--- config.mk ---
export PLATFORM = sky130hd
export DESIGN_NAME = dm_access_unit
export DESIGN_NICKNAME = d
export VERILOG_FILES = /design/src/rtl/dm_access_unit.sv
export SDC_FILE = /design/constraint.sdc
export NUM_CORES = 1
export LEC_CHECK = 0
export ABC_CLOCK_PERIOD_IN_PS = 4100
export CAP_MARGIN = 0
export CORE_AREA = 8 8 125 127
export CTS_CLUSTER_DIAMETER = 80
export DETAILED_ROUTE_END_ITERATION = 10
export DIE_AREA = 0 0 133 135
export HOLD_SLACK_MARGIN = 0.12
export PLACE_DENSITY_LB_ADDON = 0.05
export RECOVER_POWER = 100
export REMOVE_ABC_BUFFERS = 1
export SLEW_MARGIN = 20
export SYNTH_ARGS = -nofsm -noshare
export SYNTH_HDL_FRONTEND = slang
export SYNTH_SLANG_ARGS = --single-unit
export TNS_END_PERCENT = 100
--- constraint.sdc ---
create_clock -name clk -period 4.1 [get_ports clk]
set_input_delay 0.41 -clock clk [delete_from_list [all_inputs] [get_ports clk]]
set_output_delay 0.41 -clock clk [all_outputs]
set_load 0.02 [all_outputs]
--- src/rtl/dm_access_unit.sv ---
// Data-memory access unit: aligns stores onto byte lanes, runs the req/gnt/rvalid
// handshake and stalls the pipeline until the load data is registered.
module dm_access_unit (
  input  logic        clk,
  input  logic        rst,
  input  logic        mem_rd_MEM,
  input  logic        mem_wr_MEM,
  input  logic [2:0]  funct3_MEM,
  input  logic [31:0] addr_MEM,
  input  logic [31:0] store_data_MEM,
  output logic        dm_req,
  output logic [3:0]  dm_we,
  output logic [31:0] dm_addr,
  output logic [31:0] dm_wdata,
  input  logic        dm_gnt,
  input  logic        dm_rvalid,
  input  logic [31:0] dm_rdata,
  output logic [31:0] DM_OUT,
  output logic        stall_mem,
  output logic        misalign_exc
);

  localparam int unsigned XLEN  = 32;
  localparam int unsigned LANES = XLEN / 8;

  localparam logic [1:0] IDLE = 2'd0;
  localparam logic [1:0] REQ  = 2'd1;
  localparam logic [1:0] RESP = 2'd2;
  localparam logic [1:0] DONE = 2'd3;

  typedef struct packed {
    logic [XLEN-3:0]  word_addr;
    logic [LANES-1:0] we;
    logic [XLEN-1:0]  wdata;
    logic [1:0]       off;
    logic             is_load;
  } req_t;

  logic [1:0]       state, state_nxt;
  req_t             req_q, req_d;
  logic             latch_c, capture_c;
  logic             access_c, is_store_c, misaligned_c;
  logic [1:0]       size_c, off_c;
  logic [LANES-1:0] we_c;
  logic [XLEN-1:0]  wdata_c;

  assign access_c   = mem_rd_MEM | mem_wr_MEM;
  assign is_store_c = mem_wr_MEM;
  assign size_c     = funct3_MEM[1:0];
  assign off_c      = addr_MEM[1:0];
  assign misaligned_c = ((size_c == 2'b01) && off_c[0]) ||
                        ((size_c == 2'b10) && (off_c != 2'b00)) ||
                        (size_c == 2'b11);

  // Store lane steering; loads present no enables and zero data
  always_comb begin
    we_c    = '0;
    wdata_c = '0;
    if (is_store_c) begin
      case (size_c)
        2'b00: begin
          we_c    = LANES'(4'b0001 << off_c);
          wdata_c = {4{store_data_MEM[7:0]}};
        end
        2'b01: begin
          we_c    = LANES'(4'b0011 << off_c);
          wdata_c = {2{store_data_MEM[15:0]}};
        end
        2'b10: begin
          we_c    = 4'b1111;
          wdata_c = store_data_MEM;
        end
        default: begin
          we_c    = '0;
          wdata_c = '0;
        end
      endcase
    end
  end

  always_comb begin
    req_d.word_addr = addr_MEM[31:2];
    req_d.we        = we_c;
    req_d.wdata     = wdata_c;
    req_d.off       = off_c;
    req_d.is_load   = ~is_store_c;
  end

  // Next-state and handshake outputs
  always_comb begin
    state_nxt    = state;
    dm_req       = 1'b0;
    dm_we        = '0;
    dm_addr      = {req_q.word_addr, 2'b00};
    dm_wdata     = req_q.wdata;
    stall_mem    = 1'b0;
    misalign_exc = 1'b0;
    latch_c      = 1'b0;
    capture_c    = 1'b0;
    case (state)
      IDLE: begin
        dm_addr  = {addr_MEM[31:2], 2'b00};
        dm_wdata = wdata_c;
        if (access_c && misaligned_c) begin
          misalign_exc = 1'b1;
        end else if (access_c) begin
          dm_req    = 1'b1;
          dm_we     = we_c;
          stall_mem = 1'b1;
          latch_c   = 1'b1;
          if (dm_gnt) state_nxt = is_store_c ? DONE : RESP;
          else        state_nxt = REQ;
        end
      end
      REQ: begin
        dm_req    = 1'b1;
        dm_we     = req_q.we;
        stall_mem = 1'b1;
        if (dm_gnt) state_nxt = req_q.is_load ? RESP : DONE;
      end
      RESP: begin
        stall_mem = 1'b1;
        if (dm_rvalid) begin
          capture_c = 1'b1;
          state_nxt = DONE;
        end
      end
      default: state_nxt = IDLE;
    endcase
    // Quiet all handshake outputs while reset is held
    if (rst) begin
      dm_req       = 1'b0;
      dm_we        = '0;
      stall_mem    = 1'b0;
      misalign_exc = 1'b0;
      latch_c      = 1'b0;
      capture_c    = 1'b0;
    end
  end

  always_ff @(posedge clk or posedge rst) begin
    if (rst) begin
      state  <= IDLE;
      req_q  <= '0;
      DM_OUT <= '0;
    end else begin
      state <= state_nxt;
      if (latch_c)   req_q  <= req_d;
      if (capture_c) DM_OUT <= dm_rdata >> {req_q.off, 3'b000};
    end
  end

endmodule

==> reports/qor.txt, run 1 <==
RUN STATUS
--------------------------------------------------------------------------------------------------
Run status .......................................................................... finished, violations left
Violated checks ..................................................................... max-capacitance violations, max-slew violations

SETUP PATH
--------------------------------------------------------------------------------------------------
Most prevalent standard cell on the critical path ................................... dlygate4sd3_1
Register-to-register setup slack ....................................................      1.19 ns
Worst flop-to-flop path startpoint .................................................. state[0]$_DFFE_PP0P_
Launch point of the worst path ...................................................... funct3_MEM[0]
Crit path buffers/inverters .........................................................            3
R2R Path End ........................................................................ req_q[68]$_DFFE_PP0P_
Critical path endpoint category .....................................................   output pin
CP peak stage delay .................................................................      0.75 ns
Cell with the biggest individual delay on the critical path ......................... dlygate4sd3_1
Critical path's top delay family .................................................... buffers and inverters
Setup CP Type ....................................................................... input port to output pin
Crit path cell chain ................................................................ dlygate4sd3_1 > a21boi_0 > clkbuf_1 > nand2_1 > nor3_1 > a21o_1 > dlygate4sd3_1
Worst-case reg-to-reg path depth ....................................................            7
Stages on worst setup path ..........................................................            7
Worst Setup Start Kind ..............................................................   input port
Termination of the worst setup path .................................................     dm_we[2]
Data arrival time at the worst-slack endpoint .......................................      3.26 ns
Top fanout value on the critical path ...............................................           13
Required @ worst endpoint ...........................................................      3.69 ns

GRT
--------------------------------------------------------------------------------------------------
Initial antenna violation count .....................................................            1
GRT Residual Overflow ...............................................................            0
Vias in the first global route ......................................................         5448
Combined global-route utilization of all metal layers ...............................        19.4%
Wire length of the first global-routing pass ........................................     28300 um
Largest net degree at the start of global routing ...................................           81

DETAILED ROUTING
--------------------------------------------------------------------------------------------------
Post-DR wirelength/cell .............................................................      18.0 um
Via count normalized by instance count ..............................................         5.35
DR pass1 iterations .................................................................            4
Uppermost layer routed ..............................................................         met5
First DRT Iteration DRCs ............................................................          274
Vias post-DR ........................................................................         5184
Total DRC errors in the routed layout ...............................................            0
Detailed-route wire length ..........................................................     17400 um
Routed length on met2 ...............................................................      8290 um
Wire length on met1 .................................................................      7460 um
DR WL met3 ..........................................................................      1390 um
Post-route antenna net violation count ..............................................            0

PLACEMENT
--------------------------------------------------------------------------------------------------
Post-DP HPWL ........................................................................     12800 um
Setup slack at placement ............................................................     0.707 ns
Global placer's final weighted congestion ...........................................        0.806
Port Buffers ........................................................................          204

LOGIC SYNTHESIS
--------------------------------------------------------------------------------------------------
Synth warnings ......................................................................            0
Synth Area per Inst .................................................................    10.3 um^2
Flops & latches, synth ..............................................................          103
Synthesized cell area ...............................................................    6220 um^2
Number of flops mapped to enable cells by yosys .....................................            0
Sequential element share of the synthesized area ....................................        41.4%
Cells after Synth ...................................................................          605
Count of different cell masters after synthesis .....................................           39
Predominant post-synthesis flop cell ................................................      dfrtp_1
Async SR Flop Fraction ..............................................................         100%

STA
--------------------------------------------------------------------------------------------------
Smallest setup slack after layout ...................................................     0.429 ns
Share of the clock period used by the worst path ....................................        89.5%
Worst-case headroom to the max-slew limit ...........................................       -6.98%
Setup repair after global routing missed its margin .................................           no
Final Max Slew Viols ................................................................           33
Setup Viol. Count Final .............................................................            0
Worst hold slack across all endpoints ...............................................     0.472 ns
Slew at the pin with the worst max-slew slack .......................................      1.60 ns
Minimum period implied by the final worst setup slack ...............................      3.67 ns
Worst setup skew after layout .......................................................    0.0100 ns
Peak clock frequency supported by timing ............................................      272 MHz
Fin. Hold Viols .....................................................................            0

CLOCKING
--------------------------------------------------------------------------------------------------
Clock tree from TritonCTS ...........................................................         done
Gates resized, CTS repair ...........................................................            0
Insertion delay to the later sink of the worst-skew pair ............................      0.35 ns
Clock Tree Root .....................................................................    clkbuf_16
CTS HTree Levels ....................................................................            3
Bufs on Longest Clock Path ..........................................................            2
Number of CTS-inserted buffers ......................................................            9
Setup bufs post-CTS .................................................................            0
Quantity of hold-fixing buffers added after cts .....................................            0
Clock transition time at the flip-flop clock pins of the worst setup and hold paths .      0.06 ns
Number of sinks handled by clock tree synthesis .....................................          103

POWER AND IR DROP
--------------------------------------------------------------------------------------------------
Power Internal ......................................................................      3.57 mW
Power per standard cell area ........................................................  706 nW/um^2
Fraction of power spent switching nets ..............................................        40.0%
Sequential share of power ...........................................................        29.7%
Design Power ........................................................................      5.95 mW
Leak pwr ............................................................................      3.72 nW
Combinational cell fraction of total power ..........................................        54.7%
Switching power .....................................................................      2.38 mW
Clock network fraction of total power ...............................................        15.6%
Worst IR Drop VDD ...................................................................     0.366 mV

FLOORPLANNING
--------------------------------------------------------------------------------------------------
Number of standard-cell rows in the floorplan .......................................           43
Core Box Area .......................................................................   13600 um^2
DIE AREA ............................................................................   18000 um^2
Die width ...........................................................................       133 um
Chip Height .........................................................................       135 um
I/O pin total .......................................................................          208
Starting density of the core ........................................................        45.7%

MIN PATH
--------------------------------------------------------------------------------------------------
Hold WC Path Type ................................................................... register to register

RUN
--------------------------------------------------------------------------------------------------
Max Cap Viol ........................................................................            1

FINAL LAYOUT
--------------------------------------------------------------------------------------------------
Count of filler cells inserted in the layout ........................................         1188
Relative area change from synthesis to final layout .................................        35.3%
Number of inserted diodes ...........................................................            0
Share of post-route cells with drive strength above 1 ...............................        11.4%
Net count of the finished layout ....................................................          893

[routing by layer]
layer	vias to the layer above	global-route usage, %
li1	2460	-
met1	2535	23.4
met2	167	31.8
met3	20	6.50
met4	2	6.62
met5	-	0
[Yosys cell counts (all sizes together) (9+ instances only)]
master | number | area [um^2]
a21oi | 26 | 130
buf | 27 | 224
clkbuf | 25 | 96.3
dfrtp | 103 | 2580
inv | 22 | 82.6
mux2 | 104 | 1350
mux2i | 32 | 320
nand2 | 51 | 191
nand3 | 17 | 85.1
nor2 | 14 | 52.6
nor2b | 30 | 188
o21ai | 90 | 450
o31ai | 9 | 67.6
[metrics by stage]
stage          area, um^2  util (%)  setup TNS [ns]  std cells
4_1_cts              8630      63.4               0        969
3_5_place_dp         8310      61.1               0        953
5_1_grt              8420      61.9               0        969
2_1_floorplan        5910         -         -103.60        554
6_report             8420      61.9               0        969
3_3_place_gp         8310      61.1               0        953
[tightest hold or removal path: stages, from the launching register on]
cell and delay [ns]:
dfrtp_1 0.34, nand2_1 0.05, o31ai_1 0.05
[flip-flops by register name (all words and copies together) (netlist names)]
signal,count
req_q,69
state,2
DM_OUT,32
[how the worst min path moves through the flow]
stage               depth (start not counted)                     end                    from
detailed placement                          2  DM_OUT[21]$_DFFE_PP0P_  DM_OUT[21]$_DFFE_PP0P_
finish                                      2  DM_OUT[21]$_DFFE_PP0P_  DM_OUT[21]$_DFFE_PP0P_
global placement                            2  DM_OUT[16]$_DFFE_PP0P_  DM_OUT[16]$_DFFE_PP0P_
global route                                2  DM_OUT[21]$_DFFE_PP0P_  DM_OUT[21]$_DFFE_PP0P_
CTS                                         2  DM_OUT[21]$_DFFE_PP0P_  DM_OUT[21]$_DFFE_PP0P_
floorplan                                   1   req_q[38]$_DFFE_PP0P_   req_q[38]$_DFFE_PP0P_
[power by group through the flow]
| stage | clock network [mW] | registers (mW) | logic, mW |
|---|---|---|---|
| 3_5_place_dp | 0 | 1.79 | 3.70 |
| 6_report | 0.930 | 1.77 | 3.25 |
| 2_1_floorplan | 0 | 1.97 | 1.97 |
| 4_1_cts | 0.954 | 1.78 | 3.72 |
| 5_1_grt | 0.999 | 1.83 | 3.53 |
| 3_3_place_gp | 0 | 1.76 | 3.66 |
[placed cells by master (no fill, tap or decap), drive strengths merged, types with 2 or more instances in the layout]
cell type        n
nor2            14
nor3             6
bufinv           2
clkinv           2
mux2i           32
nand2           51
o22a             2
nand3b           8
buf             10
o22ai            2
nor2b           30
a21o             6
ha               4
clkinvlp         2
clkdlybuf4s50  104
dlygate4sd3     99
and2             8
clkbuf          17
inv             21
o21ai           90
o31ai            9
dfrtp          103
conb             2
nand3           17
a21oi           26
a211oi           8
mux2           104
nand2b           2
[cells by family (layout without fill, tap and decap cells)]
family | count (synthesis) | after routing | synth area share [%]
compound gates | 150 | 150 | 13.6
simple gates | 137 | 137 | 10.9
mux | 136 | 136 | 26.8
flops | 103 | 103 | 41.4
buf+inv | 74 | 257 | 6.47
fa+ha+maj | 4 | 4 | 0.804
other cells | 1 | 2 | 0.0602
[final cells by class]
| cell class | instances | area, um^2 | share of cell area (%) |
|---|---|---|---|
| Clock buffer | 11 | 243 | 2.88 |
| Clock inverter | 5 | 81.3 | 0.966 |
| Inverter | 22 | 83.8 | 0.995 |
| Multi-Input combinational cell | 429 | 3080 | 36.5 |
| Sequential cell | 103 | 2580 | 30.6 |
| Tap cell | 180 | 225 | 2.67 |
| Timing Repair Buffer | 219 | 2140 | 25.4 |
No activity file was read; power rests on OpenSTA's default activity.
==> inputs of run 2 (changes only) <==
--- a/config.mk
+++ b/config.mk
@@ -5,13 +5,12 @@
 export SDC_FILE = /design/constraint.sdc
 export NUM_CORES = 1
 export LEC_CHECK = 0
-export ABC_CLOCK_PERIOD_IN_PS = 4100
-export CAP_MARGIN = 0
-export CORE_AREA = 8 8 125 127
+export ABC_CLOCK_PERIOD_IN_PS = 3020
+export CORE_AREA = 8 8 131 133
 export CTS_CLUSTER_DIAMETER = 80
 export DETAILED_ROUTE_END_ITERATION = 10
-export DIE_AREA = 0 0 133 135
-export HOLD_SLACK_MARGIN = 0.12
+export DIE_AREA = 0 0 139 141
+export HOLD_SLACK_MARGIN = 0.03
 export PLACE_DENSITY_LB_ADDON = 0.05
 export RECOVER_POWER = 100
 export REMOVE_ABC_BUFFERS = 1
==> constraint.sdc (replaced) <==
create_clock -name clk -period 3.02 [get_ports clk]
set_input_delay 0.302 -clock clk [delete_from_list [all_inputs] [get_ports clk]]
set_output_delay 0.302 -clock clk [all_outputs]
set_load 0.02 [all_outputs]
==> reports/qor.txt, run 2 (synthesis gave the netlist of run 1 again) <==
DETAILED ROUTING
--------------------------------------------------------------------------------------------------
Post-route antenna net violation count ..............................................            0   unchanged
Vias post-DR ........................................................................         5073   was 5184
Detailed-route wire length ..........................................................     17400 um   about the same
First DRT Iteration DRCs ............................................................          295   was 274
Total DRC errors in the routed layout ...............................................            0   unchanged
Post-DR wirelength/cell .............................................................      17.8 um   was 18.0 um
DR pass1 iterations .................................................................            4   unchanged
Via count normalized by instance count ..............................................         5.18   was 5.35

RUN
--------------------------------------------------------------------------------------------------
Max Cap Viol ........................................................................            0   was 1

FINAL LAYOUT
--------------------------------------------------------------------------------------------------
Top flop regs ....................................................................... req_q (69), DM_OUT (32), state (2)   unchanged
Most frequent standard cell in the layout excluding fill and tap cells .............. clkdlybuf4s50_1   unchanged
Core utilization of the finished layout .............................................        57.0%   was 61.9%
Number of inserted diodes ...........................................................            0   unchanged
Number of flip-flops under the largest register name ................................           69   unchanged
Most frequent cells in the layout ................................................... clkdlybuf4s50_1, dfrtp_1, dlygate4sd3_1   unchanged
Share of post-route cells with drive strength above 1 ...............................        12.3%   was 11.4%
Count of filler cells inserted in the layout ........................................         1338   was 1188
Final instance area .................................................................    8540 um^2   was 8420 um^2
Net count of the finished layout ....................................................          896   was 893
FF/Latch Area .......................................................................    2580 um^2   unchanged
Relative area change from synthesis to final layout .................................        37.2%   was 35.3%
Area occupied by multi-input gates ..................................................    3100 um^2   was 3080 um^2
Most flops, register ................................................................        req_q   unchanged

MIN PATH
--------------------------------------------------------------------------------------------------
Endpoint, Worst Hold ................................................................ DM_OUT[13]$_DFFE_PP0P_   was DM_OUT[21]$_DFFE_PP0P_
Hold Path Stages ....................................................................            2   unchanged
Hold WC Path Type ................................................................... register to register   unchanged
Hold Path Origin .................................................................... DM_OUT[13]$_DFFE_PP0P_   was DM_OUT[21]$_DFFE_PP0P_

RUN STATUS
--------------------------------------------------------------------------------------------------
Run status .......................................................................... complete, no violations   was finished, violations left

SETUP PATH
--------------------------------------------------------------------------------------------------
Critical path endpoint category .....................................................   output pin   unchanged
Setup CP Type ....................................................................... register to output pin   was input port to output pin
Worst flop-to-flop path startpoint .................................................. state[0]$_DFFE_PP0P_   unchanged
Cell with the biggest individual delay on the critical path ......................... dlygate4sd3_1   unchanged
Top fanout value on the critical path ...............................................           69   was 13
Required @ worst endpoint ...........................................................      2.72 ns   was 3.69 ns
R2R Path End ........................................................................ req_q[47]$_DFFE_PP0P_   was req_q[68]$_DFFE_PP0P_
CP peak stage delay .................................................................      0.67 ns   was 0.75 ns
Register-to-register setup slack ....................................................      0.51 ns   was 1.19 ns
Worst Setup Start Kind ..............................................................     register   was input port
Data arrival time at the worst-slack endpoint .......................................      2.57 ns   was 3.26 ns
Worst-case reg-to-reg path depth ....................................................            7   unchanged
Crit path cell chain ................................................................ inv_1 > ha_4 > buf_12 > mux2_2 > dlygate4sd3_1   was dlygate4sd3_1 > a21boi_0 > clkbuf_1 > nand2_1 > nor3_1 > a21o_1 > dlygate4sd3_1

PLACEMENT
--------------------------------------------------------------------------------------------------
Placed inst area ....................................................................    8390 um^2   was 8310 um^2
Setup slack at placement ............................................................     0.233 ns   was 0.707 ns
Global placer's final weighted congestion ...........................................        0.849   was 0.806
Post-DP HPWL ........................................................................     12800 um   about the same
Port Buffers ........................................................................          204   unchanged

GRT
--------------------------------------------------------------------------------------------------
GRT Residual Overflow ...............................................................            0   unchanged
Met3 track demand over resource .....................................................        5.23%   was 6.50%
Combined global-route utilization of all metal layers ...............................        17.9%   was 19.4%
GR peak layer .......................................................................         met2   unchanged
Vias in the first global route ......................................................         5379   was 5448
Wire length of the first global-routing pass ........................................     28600 um   was 28300 um
Initial antenna violation count .....................................................            0   was 1
GR Layer Usage met2 .................................................................        30.0%   was 31.8%
Met1 Use GR .........................................................................        21.8%   was 23.4%
Largest net degree at the start of global routing ...................................           70   was 81

FLOORPLANNING
--------------------------------------------------------------------------------------------------
Core Box Area .......................................................................   15000 um^2   was 13600 um^2
I/O pin total .......................................................................          208   unchanged
Number of standard-cell rows in the floorplan .......................................           45   was 43
DIE AREA ............................................................................   19600 um^2   was 18000 um^2
Starting density of the core ........................................................        41.6%   was 45.7%
Die width ...........................................................................       139 um   was 133 um
Chip Height .........................................................................       141 um   was 135 um

POWER AND IR DROP
--------------------------------------------------------------------------------------------------
Worst IR Drop VDD ...................................................................     0.444 mV   was 0.366 mV
Design Power ........................................................................      8.24 mW   was 5.95 mW
Power per standard cell area ........................................................  964 nW/um^2   was 706 nW/um^2
Leak pwr ............................................................................      3.78 nW   was 3.72 nW

CLOCKING
--------------------------------------------------------------------------------------------------
Number of CTS-inserted buffers ......................................................            9   unchanged
Quantity of hold-fixing buffers added after cts .....................................            0   unchanged
Number of sinks handled by clock tree synthesis .....................................          103   unchanged
Clock transition time at the flip-flop clock pins of the worst setup and hold paths .      0.07 ns   was 0.06 ns
Clock Tree Root .....................................................................    clkbuf_16   unchanged
CTS HTree Levels ....................................................................            3   unchanged
Insertion delay to the later sink of the worst-skew pair ............................      0.34 ns   was 0.35 ns
Gates resized, CTS repair ...........................................................            0   unchanged
Setup bufs post-CTS .................................................................            0   unchanged
Bufs on Longest Clock Path ..........................................................            2   unchanged
Clock tree from TritonCTS ...........................................................         done   unchanged

STA
--------------------------------------------------------------------------------------------------
Worst setup skew after layout .......................................................   0.00720 ns   was 0.0100 ns
Slew at the pin with the worst max-slew slack .......................................      1.17 ns   was 1.60 ns
Smallest setup slack after layout ...................................................     0.144 ns   was 0.429 ns
Share of the clock period used by the worst path ....................................        95.2%
Setup repair after global routing missed its margin .................................           no   unchanged
Peak clock frequency supported by timing ............................................      348 MHz
Fin. Hold Viols .....................................................................            0   unchanged
Setup Viol. Count Final .............................................................            0   unchanged
Worst-case headroom to the max-slew limit ...........................................        21.8%   was -6.98%
Minimum period implied by the final worst setup slack ...............................      2.88 ns
Final Max Slew Viols ................................................................            0   was 33

[run 2: layer usage]
layer	wire length, um	up-vias
met3	1200	16
met5	0	-
met4	218	0
met2	8330	159
met1	7700	2437
li1	-	2461
[run 2: worst max-delay path: cells and delay by family, from the launching register on]
| family | cells | cell delay (ns) |
|---|---|---|
| fa+ha+maj | 1 | 0.26 |
| flops | 1 | 0.41 |
| mux | 1 | 0.39 |
| buf+inv | 3 | 1.13 |
[run 2: layout make-up]
type / instances / area share (%)
Clock buffer: 10 / 2.80
Clock inverter: 5 / 1.24
Inverter: 22 / 0.981
Multi-Input combinational cell: 429 / 36.2
Sequential cell: 103 / 30.2
Tap cell: 188 / 2.75
Timing Repair Buffer: 222 / 25.8
[run 2: report_power, final]
group | total (mW) | switching (mW) | internal, mW
sequential | 2.43 | 0.392 | 2.03
clock | 1.36 | 0.528 | 0.830
combinational | 4.45 | 2.33 | 2.12
[run 2: worst max path at each step]
| stage | startpoint | to | slack (ns) | cells after the start |
|---|---|---|---|---|
| final | state[0]$_DFFE_PP0P_ | dm_addr[12] | 0.14 | 5 |
| after global routing | state[0]$_DFFE_PP0P_ | dm_addr[12] | 0.03 | 5 |
| after CTS | state[0]$_DFFE_PP0P_ | dm_we[0] | 0.20 | 7 |
| after detailed placement | funct3_MEM[0] | dm_wdata[18] | 0.23 | 6 |
| after global placement | funct3_MEM[0] | dm_we[2] | 0.32 | 7 |
| after floorplan | state[0]$_DFFE_PP0P_ | dm_we[0] | -2.69 | 6 |
[run 2: metrics by stage]
stage / std cells / TNS (ns) / hold WS (ns)
after detailed placement: 964 / 0 / 0.470
final: 979 / 0 / 0.473
after CTS: 979 / 0 / 0.377
after floorplan: 554 / -213.63 / 0.414
after global routing: 979 / 0 / 0.493
after global placement: 964 / 0 / 0.459
==> inputs of run 3 (changes only) <==
--- a/config.mk
+++ b/config.mk
@@ -14,6 +14,7 @@
 export PLACE_DENSITY_LB_ADDON = 0.05
 export RECOVER_POWER = 100
 export REMOVE_ABC_BUFFERS = 1
+export SETUP_SLACK_MARGIN = 0.3
 export SLEW_MARGIN = 20
 export SYNTH_ARGS = -nofsm -noshare
 export SYNTH_HDL_FRONTEND = slang
==> reports/qor.txt, run 3 (synthesis gave the netlist of run 1 again) <==
DETAILED ROUTING
--------------------------------------------------------------------------------------------------
Post-DR wirelength/cell .............................................................      18.1 um   was 17.8 um
Total DRC errors in the routed layout ...............................................            0   unchanged
Vias post-DR ........................................................................         5111   was 5073
First DRT Iteration DRCs ............................................................          264   was 295
Detailed-route wire length ..........................................................     17700 um   was 17400 um
Via count normalized by instance count ..............................................         5.21   was 5.18
DR pass1 iterations .................................................................            4   unchanged
Post-route antenna net violation count ..............................................            0   unchanged

CLOCKING
--------------------------------------------------------------------------------------------------
Insertion delay to the later sink of the worst-skew pair ............................      0.35 ns   was 0.34 ns
Number of CTS-inserted buffers ......................................................            9   unchanged
Clock Tree Root .....................................................................    clkbuf_16   unchanged
Bufs on Longest Clock Path ..........................................................            2   unchanged
Clock transition time at the flip-flop clock pins of the worst setup and hold paths .      0.07 ns   about the same
Number of sinks handled by clock tree synthesis .....................................          103   unchanged
Quantity of hold-fixing buffers added after cts .....................................            0   unchanged
CTS HTree Levels ....................................................................            3   unchanged
Clock tree from TritonCTS ...........................................................         done   unchanged

MIN PATH
--------------------------------------------------------------------------------------------------
Hold WC Path Type ................................................................... register to register   unchanged

GRT
--------------------------------------------------------------------------------------------------
Vias in the first global route ......................................................         5386   was 5379
Largest net degree at the start of global routing ...................................           70   unchanged
Wire length of the first global-routing pass ........................................     28700 um   was 28600 um
Combined global-route utilization of all metal layers ...............................        17.9%   about the same
GRT Residual Overflow ...............................................................            0   unchanged
Initial antenna violation count .....................................................            0   unchanged

FLOORPLANNING
--------------------------------------------------------------------------------------------------
I/O pin total .......................................................................          208   unchanged
Die width ...........................................................................       139 um   unchanged
Core Box Area .......................................................................   15000 um^2   unchanged
Chip Height .........................................................................       141 um   unchanged
DIE AREA ............................................................................   19600 um^2   unchanged
Starting density of the core ........................................................        41.6%   unchanged
Number of standard-cell rows in the floorplan .......................................           45   unchanged

POWER AND IR DROP
--------------------------------------------------------------------------------------------------
Worst IR Drop VDD ...................................................................     0.444 mV   about the same
Power Internal ......................................................................      5.00 mW   was 4.99 mW
Clock network fraction of total power ...............................................        16.4%   was 16.5%
Switching power .....................................................................      3.30 mW   was 3.25 mW
Combinational cell fraction of total power ..........................................        54.3%   was 54.1%
Sequential share of power ...........................................................        29.3%   was 29.5%
Power per standard cell area ........................................................  973 nW/um^2   was 964 nW/um^2
Leak pwr ............................................................................      3.76 nW   was 3.78 nW
Design Power ........................................................................      8.30 mW   was 8.24 mW
Fraction of power spent switching nets ..............................................        39.7%   was 39.5%

SETUP PATH
--------------------------------------------------------------------------------------------------
Setup CP Type ....................................................................... register to output pin   unchanged
Worst Setup Start Kind ..............................................................     register   unchanged
R2R Path End ........................................................................ req_q[47]$_DFFE_PP0P_   unchanged
Launch point of the worst path ...................................................... state[1]$_DFFE_PP0P_   was state[0]$_DFFE_PP0P_
Worst flop-to-flop path startpoint .................................................. state[1]$_DFFE_PP0P_   was state[0]$_DFFE_PP0P_
Data arrival time at the worst-slack endpoint .......................................      2.49 ns   was 2.57 ns
Critical path endpoint category .....................................................   output pin   unchanged
Required @ worst endpoint ...........................................................      2.72 ns   about the same
Top fanout value on the critical path ...............................................           13   was 69
Termination of the worst setup path .................................................  dm_wdata[3]   was dm_addr[12]
Worst-case reg-to-reg path depth ....................................................            7   unchanged
Register-to-register setup slack ....................................................      0.73 ns   was 0.51 ns

FINAL LAYOUT
--------------------------------------------------------------------------------------------------
Number of inserted diodes ...........................................................            0   unchanged
Net count of the finished layout ....................................................          898   was 896
Most flops, register ................................................................        req_q   unchanged
Number of flip-flops under the largest register name ................................           69   unchanged
Share of post-route cells with drive strength above 1 ...............................        12.4%   was 12.3%
Relative area change from synthesis to final layout .................................        37.0%   was 37.2%
Top flop regs ....................................................................... req_q (69), DM_OUT (32), state (2)   unchanged
Layout Cells excl Fill ..............................................................          981   was 979
Most frequent standard cell in the layout excluding fill and tap cells .............. clkdlybuf4s50_1   unchanged
Most frequent cells in the layout ................................................... clkdlybuf4s50_1, dfrtp_1, o21ai_0   was clkdlybuf4s50_1, dfrtp_1, dlygate4sd3_1

STA
--------------------------------------------------------------------------------------------------
Fin. Hold Viols .....................................................................            0   unchanged
Worst-case headroom to the max-slew limit ...........................................        21.7%   was 21.8%
Setup Viol. Count Final .............................................................            0   unchanged
Peak clock frequency supported by timing ............................................      359 MHz   was 348 MHz
Share of the clock period used by the worst path ....................................        92.4%   was 95.2%
Worst setup skew after layout .......................................................   0.00940 ns   was 0.00720 ns
Setup repair after global routing missed its margin .................................          yes   was no
Worst hold slack across all endpoints ...............................................     0.474 ns   was 0.473 ns
Smallest setup slack after layout ...................................................     0.231 ns   was 0.144 ns
Final Max Slew Viols ................................................................            0   unchanged
Slew at the pin with the worst max-slew slack .......................................      1.17 ns   about the same
Minimum period implied by the final worst setup slack ...............................      2.79 ns   was 2.88 ns

PLACEMENT
--------------------------------------------------------------------------------------------------
Placed insts ........................................................................          964   unchanged
Setup slack at placement ............................................................     0.233 ns   unchanged
Global placer's final weighted congestion ...........................................        0.849   unchanged
Post-DP HPWL ........................................................................     12800 um   unchanged
Port Buffers ........................................................................          204   unchanged

RUN
--------------------------------------------------------------------------------------------------
Max Cap Viol ........................................................................            0   unchanged

RUN STATUS
--------------------------------------------------------------------------------------------------
Run status .......................................................................... complete, no violations   unchanged

-- run 3: cell count changes in the layout (fill, tap and decap cells not counted), moves of 2 or more --
cell,previous run,this run
dlygate4sd2_1,0,2
clkdlybuf4s50_1,104,106
clkbuf_1,0,8
dlygate4sd3_1,99,87
-- run 3: worst max-delay path: stages, from the launching register on --
cell and delay [ns]:
dfrtp_1 0.42, inv_1 0.14, ha_4 0.21, clkbuf_1 0.43
mux2_2 0.40, clkdlybuf4s50_1 0.54
-- run 3: power by group through the flow --
| stage | Sequential, mW | Clock [mW] | Combinational, mW |
|---|---|---|---|
| 3_3_place_gp | 2.43 | 0 | 5.00 |
| 2_1_floorplan | 2.67 | 0 | 2.68 |
| 6_report | 2.43 | 1.36 | 4.51 |
| 3_5_place_dp | 2.47 | 0 | 5.06 |
| 4_1_cts | 2.45 | 1.39 | 5.10 |
| 5_1_grt | 2.53 | 1.44 | 4.88 |
-- run 3: routing by layer --
layer,wire length (um),global-route usage (%),up-vias
met3,1240,5.23,15
met1,7830,22.0,2464
met4,218,5.55,0
li1,-,-,2467
met5,0,0,-
met2,8440,29.9,165
-- run 3: how the worst min path moves through the flow --
| stage | from | end | cells after the start |
|---|---|---|---|
| 2_1_floorplan | mem_wr_MEM | req_q[0]$_DFFE_PP0P_ | 1 |
| 3_3_place_gp | DM_OUT[19]$_DFFE_PP0P_ | DM_OUT[19]$_DFFE_PP0P_ | 2 |
| 3_5_place_dp | DM_OUT[13]$_DFFE_PP0P_ | DM_OUT[13]$_DFFE_PP0P_ | 2 |
| 4_1_cts | rst | req_q[35]$_DFFE_PP0P_ | 2 |
| 5_1_grt | DM_OUT[31]$_DFFE_PP0P_ | DM_OUT[31]$_DFFE_PP0P_ | 2 |
| 6_report | DM_OUT[13]$_DFFE_PP0P_ | DM_OUT[13]$_DFFE_PP0P_ | 2 |
-- run 3: layout make-up --
cell class | count | area [um^2]
fillers | 1349 | 6450
multi-input cells | 429 | 3090
flip-flops and latches | 103 | 2580
repair buffers | 224 | 2190
clock buffers | 10 | 239
well taps | 188 | 235
clock inverters | 5 | 106
inverters | 22 | 85.1
-- run 3: stage by stage --
| stage | utilization, % | setup TNS [ns] | area [um^2] |
|---|---|---|---|
| after floorplan | - | -213.63 | 5910 |
| after global placement | 56.0 | 0 | 8390 |
| after detailed placement | 56.0 | 0 | 8390 |
| after CTS | 58.4 | 0 | 8750 |
| after global routing | 57.0 | 0 | 8530 |
| final | 57.0 | 0 | 8530 |
-- run 3: repair_timing --
item / in CTS / in global routing
gates resized for setup: 4 / 9
setup endpoints to repair: 54 / 34
buffers inserted: 1 / 0
cloned: 0 / 1
pin swaps: 1 / 0
